File: src/rtl/rs_alu.sv
// ALU/branch reservation station: buffers dispatched micro-ops, snoops the EX and
// LSB result broadcasts for missing operands, and issues the lowest ready entry.

module rs_alu_entry #(
  parameter int INS_OP_W  = 5,
  parameter int REG_DAT_W = 32,
  parameter int ROB_ADD_W = 4
) (
  input  logic                 clk,
  input  logic                 rst,
  input  logic                 upd,
  input  logic                 clr,
  input  logic                 wr,
  input  logic                 iss,
  input  logic [INS_OP_W-1:0]  dp_op,
  input  logic [REG_DAT_W-1:0] dp_pc,
  input  logic [REG_DAT_W-1:0] dp_imm,
  input  logic                 dp_rdy1,
  input  logic [REG_DAT_W-1:0] dp_vs1,
  input  logic [ROB_ADD_W-1:0] dp_qs1,
  input  logic                 dp_rdy2,
  input  logic [REG_DAT_W-1:0] dp_vs2,
  input  logic [ROB_ADD_W-1:0] dp_qs2,
  input  logic [ROB_ADD_W-1:0] dp_qd,
  input  logic                 ex_en,
  input  logic [ROB_ADD_W-1:0] ex_qd,
  input  logic [REG_DAT_W-1:0] ex_vd,
  input  logic                 lsb_en,
  input  logic [ROB_ADD_W-1:0] lsb_qd,
  input  logic [REG_DAT_W-1:0] lsb_vd,
  output logic                 busy,
  output logic                 ready,
  output logic [INS_OP_W-1:0]  op,
  output logic [REG_DAT_W-1:0] pc,
  output logic [REG_DAT_W-1:0] imm,
  output logic [REG_DAT_W-1:0] vs1,
  output logic [REG_DAT_W-1:0] vs2,
  output logic [ROB_ADD_W-1:0] qd
);
  logic                 busy_q, busy_d;
  logic [INS_OP_W-1:0]  op_q, op_d;
  logic [REG_DAT_W-1:0] pc_q, pc_d, imm_q, imm_d;
  logic                 rdy1_q, rdy1_d, rdy2_q, rdy2_d;
  logic [REG_DAT_W-1:0] vs1_q, vs1_d, vs2_q, vs2_d;
  logic [ROB_ADD_W-1:0] qs1_q, qs1_d, qs2_q, qs2_d, qd_q, qd_d;

  // On a write the dispatched operand is what gets snooped, so the same-cycle
  // bypass and the resident-entry snoop share one path.
  logic                 watch;
  logic                 rin1, rin2;
  logic [REG_DAT_W-1:0] vin1, vin2;
  logic [ROB_ADD_W-1:0] qin1, qin2;

  always_comb begin
    watch = wr | busy_q;
    rin1  = wr ? dp_rdy1 : rdy1_q;
    vin1  = wr ? dp_vs1  : vs1_q;
    qin1  = wr ? dp_qs1  : qs1_q;
    rin2  = wr ? dp_rdy2 : rdy2_q;
    vin2  = wr ? dp_vs2  : vs2_q;
    qin2  = wr ? dp_qs2  : qs2_q;

    busy_d = busy_q;
    op_d   = wr ? dp_op  : op_q;
    pc_d   = wr ? dp_pc  : pc_q;
    imm_d  = wr ? dp_imm : imm_q;
    qd_d   = wr ? dp_qd  : qd_q;
    qs1_d  = qin1;
    qs2_d  = qin2;
    rdy1_d = rin1;
    vs1_d  = vin1;
    rdy2_d = rin2;
    vs2_d  = vin2;

    if (clr)      busy_d = 1'b0;
    else if (wr)  busy_d = 1'b1;
    else if (iss) busy_d = 1'b0;

    // EX broadcast takes precedence over LSB on a tag collision
    if (watch && !rin1) begin
      if (ex_en && ex_qd == qin1) begin
        rdy1_d = 1'b1;
        vs1_d  = ex_vd;
      end else if (lsb_en && lsb_qd == qin1) begin
        rdy1_d = 1'b1;
        vs1_d  = lsb_vd;
      end
    end
    if (watch && !rin2) begin
      if (ex_en && ex_qd == qin2) begin
        rdy2_d = 1'b1;
        vs2_d  = ex_vd;
      end else if (lsb_en && lsb_qd == qin2) begin
        rdy2_d = 1'b1;
        vs2_d  = lsb_vd;
      end
    end
  end

  always_ff @(posedge clk or posedge rst) begin
    if (rst) begin
      busy_q <= 1'b0;
      op_q   <= '0;
      pc_q   <= '0;
      imm_q  <= '0;
      rdy1_q <= 1'b0;
      vs1_q  <= '0;
      qs1_q  <= '0;
      rdy2_q <= 1'b0;
      vs2_q  <= '0;
      qs2_q  <= '0;
      qd_q   <= '0;
    end else if (upd) begin
      busy_q <= busy_d;
      op_q   <= op_d;
      pc_q   <= pc_d;
      imm_q  <= imm_d;
      rdy1_q <= rdy1_d;
      vs1_q  <= vs1_d;
      qs1_q  <= qs1_d;
      rdy2_q <= rdy2_d;
      vs2_q  <= vs2_d;
      qs2_q  <= qs2_d;
      qd_q   <= qd_d;
    end
  end

  assign busy  = busy_q;
  assign ready = busy_q & rdy1_q & rdy2_q;
  assign op    = op_q;
  assign pc    = pc_q;
  assign imm   = imm_q;
  assign vs1   = vs1_q;
  assign vs2   = vs2_q;
  assign qd    = qd_q;
endmodule

module rs_alu #(
  parameter int RS_SIZE   = 8,
  parameter int RS_ADD_W  = 3,
  parameter int INS_OP_W  = 5,
  parameter int REG_DAT_W = 32,
  parameter int ROB_ADD_W = 4
) (
  input  logic                 clk,
  input  logic                 rst,
  input  logic                 en,
  input  logic                 iROB_Clear,
  input  logic                 iDP_En,
  input  logic [INS_OP_W-1:0]  iDP_Op,
  input  logic [REG_DAT_W-1:0] iDP_Pc,
  input  logic [REG_DAT_W-1:0] iDP_Imm,
  input  logic                 iDP_Rdy1,
  input  logic [REG_DAT_W-1:0] iDP_Vs1,
  input  logic [ROB_ADD_W-1:0] iDP_Qs1,
  input  logic                 iDP_Rdy2,
  input  logic [REG_DAT_W-1:0] iDP_Vs2,
  input  logic [ROB_ADD_W-1:0] iDP_Qs2,
  input  logic [ROB_ADD_W-1:0] iDP_Qd,
  output logic                 oDP_Full,
  input  logic                 iEX_En,
  input  logic [ROB_ADD_W-1:0] iEX_Qd,
  input  logic [REG_DAT_W-1:0] iEX_Vd,
  input  logic                 iLSB_En,
  input  logic [ROB_ADD_W-1:0] iLSB_Qd,
  input  logic [REG_DAT_W-1:0] iLSB_Vd,
  output logic                 oEX_En,
  output logic [INS_OP_W-1:0]  oEX_Op,
  output logic [REG_DAT_W-1:0] oEX_Pc,
  output logic [REG_DAT_W-1:0] oEX_Imm,
  output logic [REG_DAT_W-1:0] oEX_Vs1,
  output logic [REG_DAT_W-1:0] oEX_Vs2,
  output logic [ROB_ADD_W-1:0] oEX_Qd
);
  typedef struct packed {
    logic [INS_OP_W-1:0]  op;
    logic [REG_DAT_W-1:0] pc;
    logic [REG_DAT_W-1:0] imm;
    logic [REG_DAT_W-1:0] vs1;
    logic [REG_DAT_W-1:0] vs2;
    logic [ROB_ADD_W-1:0] qd;
  } iss_t;

  logic [RS_SIZE-1:0]                busy, ready, wr, iss;
  logic [RS_SIZE-1:0][INS_OP_W-1:0]  e_op;
  logic [RS_SIZE-1:0][REG_DAT_W-1:0] e_pc, e_imm, e_vs1, e_vs2;
  logic [RS_SIZE-1:0][ROB_ADD_W-1:0] e_qd;

  logic                upd, dp_go, iss_go;
  logic                free_any, sel_any;
  logic [RS_ADD_W-1:0] free_idx, sel_idx;

  // A clear acts even with en low; otherwise en gates every register.
  assign upd = en | iROB_Clear;

  // Both pickers look only at registered state, so a slot freed by issue
  // cannot be refilled at the same edge and new entries wait one cycle to issue.
  always_comb begin
    free_any = 1'b0;
    free_idx = '0;
    sel_any  = 1'b0;
    sel_idx  = '0;
    for (int i = RS_SIZE - 1; i >= 0; i--) begin
      if (!busy[i]) begin
        free_any = 1'b1;
        free_idx = RS_ADD_W'(i);
      end
      if (ready[i]) begin
        sel_any = 1'b1;
        sel_idx = RS_ADD_W'(i);
      end
    end
  end

  assign oDP_Full = &busy;
  assign dp_go    = en & ~iROB_Clear & iDP_En & free_any;
  assign iss_go   = en & ~iROB_Clear & sel_any;

  for (genvar g = 0; g < RS_SIZE; g++) begin : g_ent
    assign wr[g]  = dp_go  && (free_idx == RS_ADD_W'(g));
    assign iss[g] = iss_go && (sel_idx  == RS_ADD_W'(g));

    rs_alu_entry #(
      .INS_OP_W (INS_OP_W),
      .REG_DAT_W(REG_DAT_W),
      .ROB_ADD_W(ROB_ADD_W)
    ) u_ent (
      .clk    (clk),
      .rst    (rst),
      .upd    (upd),
      .clr    (iROB_Clear),
      .wr     (wr[g]),
      .iss    (iss[g]),
      .dp_op  (iDP_Op),
      .dp_pc  (iDP_Pc),
      .dp_imm (iDP_Imm),
      .dp_rdy1(iDP_Rdy1),
      .dp_vs1 (iDP_Vs1),
      .dp_qs1 (iDP_Qs1),
      .dp_rdy2(iDP_Rdy2),
      .dp_vs2 (iDP_Vs2),
      .dp_qs2 (iDP_Qs2),
      .dp_qd  (iDP_Qd),
      .ex_en  (iEX_En),
      .ex_qd  (iEX_Qd),
      .ex_vd  (iEX_Vd),
      .lsb_en (iLSB_En),
      .lsb_qd (iLSB_Qd),
      .lsb_vd (iLSB_Vd),
      .busy   (busy[g]),
      .ready  (ready[g]),
      .op     (e_op[g]),
      .pc     (e_pc[g]),
      .imm    (e_imm[g]),
      .vs1    (e_vs1[g]),
      .vs2    (e_vs2[g]),
      .qd     (e_qd[g])
    );
  end

  logic ex_en_q, ex_en_d;
  iss_t iss_q, iss_d;

  always_comb begin
    ex_en_d = iss_go;
    iss_d   = iss_q;
    if (iss_go) begin
      iss_d.op  = e_op[sel_idx];
      iss_d.pc  = e_pc[sel_idx];
      iss_d.imm = e_imm[sel_idx];
      iss_d.vs1 = e_vs1[sel_idx];
      iss_d.vs2 = e_vs2[sel_idx];
      iss_d.qd  = e_qd[sel_idx];
    end
  end

  always_ff @(posedge clk or posedge rst) begin
    if (rst) begin
      ex_en_q <= 1'b0;
      iss_q   <= '0;
    end else if (upd) begin
      ex_en_q <= ex_en_d;
      iss_q   <= iss_d;
    end
  end

  assign oEX_En  = ex_en_q;
  assign oEX_Op  = iss_q.op;
  assign oEX_Pc  = iss_q.pc;
  assign oEX_Imm = iss_q.imm;
  assign oEX_Vs1 = iss_q.vs1;
  assign oEX_Vs2 = iss_q.vs2;
  assign oEX_Qd  = iss_q.qd;
endmodule

File: config.mk
export PLATFORM = sky130hd
export DESIGN_NAME = rs_alu
export DESIGN_NICKNAME = d
export VERILOG_FILES = /design/src/rtl/rs_alu.sv
export SDC_FILE = /design/constraint.sdc
export NUM_CORES = 2
export LEC_CHECK = 0
export BUFFER_PORTS_ARGS = -buffer_cell sky130_fd_sc_hd__buf_2
export CAP_MARGIN = 20
export CORE_MARGIN = 2
export CORE_UTILIZATION = 27
export CTS_BUF_LIST = sky130_fd_sc_hd__clkbuf_4 sky130_fd_sc_hd__clkbuf_8
export CTS_CLUSTER_SIZE = 12
export DETAILED_ROUTE_END_ITERATION = 16
export PLACE_DENSITY = 0.52
export SLEW_MARGIN = 20
export SYNTH_ARGS = -nofsm -noshare
export SYNTH_HDL_FRONTEND = slang
export SYNTH_HIERARCHICAL = 1
export SYNTH_SLANG_ARGS = --single-unit
File: constraint.sdc
create_clock -name clk -period 4.46 [get_ports clk]
set_clock_uncertainty 0.05 [all_clocks]
set_input_delay 0.446 -clock clk [delete_from_list [all_inputs] [get_ports clk]]
set_output_delay 0.446 -clock clk [all_outputs]
set_load 0.05 [all_outputs]
==> impl_metrics.json <==
{
  "yosys_warnings": 6,
  "drv_cap": 0,
  "post-route-period-util_pct": 97.3,
  "root_buffer": "clkbuf_8",
  "clk_pin_slew_ns": 0.07,
  "synth_seq_cells": 1322,
  "ir_drop_mv": 0.318,
  "async_flop_share_pct": 100,
  "status": "finished clean",
  "first_pass_iters": 9,
  "post_dp_cell_area_um2": 75300,
  "rsz0062_at_grt": "false",
  "post-route-min-period_ns": 4.34,
  "worst_hold_slack_ns": 0.146,
  "synth_simple_gate_area_share_pct": 17.4,
  "drv_slew": 0,
  "drt_iter0_markers": 7352,
  "synth.distinct_cells": 53,
  "cts_buffers": 233,
  "layout-drive-gt1-share_pct": 23.8,
  "synth_edf_count": 0,
  "portBuffers": 364,
  "leakage_uw": 0.0369,
  "clkSinkCount": 1322,
  "grt_pass1_vias": 63000,
  "endpoint_kind": "flip-flop",
  "synth_area_um2": 69200,
  "avgRoutedWirePerCell_um": 29.0,
  "die_h_um": 510,
  "initial_core_util_pct": 27.2,
  "tns_ns": 0,
  "crit_type": "flip-flop to flip-flop",
  "synth_xor_area_share_pct": 1.21,
  "die_w_um": 510,
  "dieArea_um2": 260000,
  "synth-compound-area-share_pct": 16.7,
  "num_io_pins": 365,
  "final-setup-viol-count": 0,
  "clock_path_buffers": 3,
  "required_ns": 5.37,
  "hpwl_um": 185000,
  "vias": 62700,
  "hold_viol_final": 0,
  "slew_headroom_pct": 24.4,
  "synth_ff_type": "dfrtp_1",
  "min_path_type": "input port to flip-flop",
  "max_freq_mhz": 230,
  "rows": 185,
  "place_congestion": 0.868,
  "r2r_slack_ns": 0.12,
  "critPathLaunchType": "flip-flop",
  "grt_pass1_wl_um": 460000,
  "clkLatencyLatePin_ns": 1.07,
  "coreArea_um2": 254000,
  "finalInstanceArea_um2": 83200,
  "tightest_slew_ns": 1.13,
  "arrival_ns": 5.25,
  "n_fill_cell": 25800,
  "synth_top_family_by_area": "simple AND/OR/NAND/NOR gates",
  "post_synth.cell_area_avg_um2": 9.90,
  "antenna_found_initial": 56,
  "synth_fa_ha_area_share_pct": 0,
  "route.detailed.drc": 0,
  "vias_per_cell": 5.67,
  "overflow": 0,
  "track_usage_pct": 24.0,
  "totalWireLength_um": 321000,
  "fin_nets": 7707,
  "fin_util_pct": 32.7,
  "synthesis.nets": 7215,
  "synthMuxAreaShare_pct": 11.9,
  "htreeDepth": 4,
  "power_density_nw_per_um2": 376,
  "synth-seq-area-share_pct": 47.8,
  "area_growth_pct": 20.2,
  "dp_cells": 10300,
  "cts_tree": "done",
  "grt_max_degree": 140,
  "ant_nets": 0,
  "crit_fanout": 32,
  "syn_inst": 6989,
  "instances_no_fill": 11100
}
area by class of cell:
type / instances / area, µm² / area share (%)
antenna: 31 / 77.6 / 0.0933
clock buffer: 372 / 4740 / 5.70
clock inverter: 51 / 462 / 0.555
sequential: 1322 / 33100 / 39.8
inverter: 59 / 259 / 0.311
timing repair buffer: 819 / 7190 / 8.65
tap: 3366 / 4210 / 5.06
multi-input combinational: 5046 / 33100 / 39.9
cell usage after synthesis (all sizes together) (2+ instances only):
library cell  number  area, µm²
o221ai            70        613
xnor2             48        420
clkbuf           249        935
nor3              83        420
a22o              38        333
nand4             18        113
a21o              16        120
nor2              98        368
or4b               2       20.0
and4              16        140
buf              314       2220
xor2              48        420
nand2b            35        219
or2                3       18.8
a221o             88        881
nand2           2574       9700
a22oi             70        526
a222oi           102       1020
a211oi            61        463
o21ai             19       95.1
a21oi             72        484
dfrtp           1322      33100
o21a              16        240
and2               9       56.3
a221oi           113        990
mux2i            608       6290
nor4              45        288
nor2b             72        450
mux2             176       1980
inv               59        221
and3               8       50.1
o221a            512       5770
or4               18        195
routing by layer:
metal / wire length, µm / vias up / global-route usage [%]
li1: - / 26100 / -
met1: 134000 / 32200 / 32.0
met2: 142000 / 3621 / 36.7
met3: 29600 / 787 / 5.70
met4: 14900 / 38 / 11.1
met5: 221 / - / 0
timing repair:
action                                   CTS  global route
resized for setup                          0             4
buffers inserted                           0             1
hold buffers                             261             0
endpoints found under the hold margin   1651             0
endpoints found under the setup margin     0            14
metrics by stage:
stage / worst slack [ns] / power [µW]
floorplan: 0.268 / 16600
global placement: -0.546 / 18400
detailed placement: -0.526 / 18500
CTS: 0.0452 / 31400
global route: 0.0102 / 32400
finish: 0.120 / 31300
sequential cells by signal, summed over array words and instances, names as in the netlist, 40 cells and up:
register / cells
g_ent.u_ent/imm: 256
g_ent.u_ent/pc: 256
g_ent.u_ent/vs1: 256
g_ent.u_ent/vs2: 256
g_ent.u_ent/op: 40
cell families (layout without fill, tap and decap cells):
family	count (synthesis)	count (layout)
buf+inv	622	1301
compound gates	1181	1182
other cells	0	31
flops	1322	1322
xor+xnor	96	96
simple gates	2984	2984
mux	784	784
critical path, cell delays in order, from the launching register on:
cell and delay (ns):
dfrtp_1 0.57, a21boi_0 0.15, o21ai_1 0.30, a21oi_1 0.15, nor2_2 0.21, buf_4 0.19
mux2i_1 0.35, xnor2_1 0.11, or4_4 0.60, a21oi_2 0.17, o21a_4 0.55, o221a_2 0.30
dlygate4sd3_1 0.54
cell usage in the layout (no fill, tap or decap), types with 60 or more instances in the layout:
cell type and count:
buf_12 104, a22oi_1 70, buf_2 364, a222oi_1 102, nor2_1 91, dfrtp_1 1321, mux2i_1 592, nor2b_1 70
buf_4 90, a221o_1 88, mux2_2 160, nor3_1 78, o221a_2 512, a221oi_1 113, clkbuf_8 312, nand2_1 2549
clkbuf_4 60, a211oi_1 60, o221ai_1 70, dlygate4sd3_1 261
final timing paths:
| check | startpoint | endpoint | depth (start not counted) |
|---|---|---|---|
| worst max-delay path | g_ent[5].u_ent/busy | g_ent[4].u_ent/vs2[17] | 12 |
| worst min-delay path | iEX_Vd[11] | g_ent[6].u_ent/vs2[11] | 4 |
| worst max register to register | g_ent[5].u_ent/busy | g_ent[4].u_ent/vs2[17] | 12 |
| worst min register to register | g_ent[6].u_ent/imm[10] | g_ent[6].u_ent/imm[10] | 2 |
| max in group asynchronous | rst | g_ent[2].u_ent/pc[5] | 4 |
| min in group asynchronous | rst | oEX_Imm[18] | 3 |
power breakdown:
part	switching, µW	leakage, µW	internal (µW)
clock network	5720	0.00277	6940
registers	806	0.0178	13000
logic	3090	0.0163	1680
total	9610	0.0369	21700
Note: power is estimated with default switching activity, not from simulation.
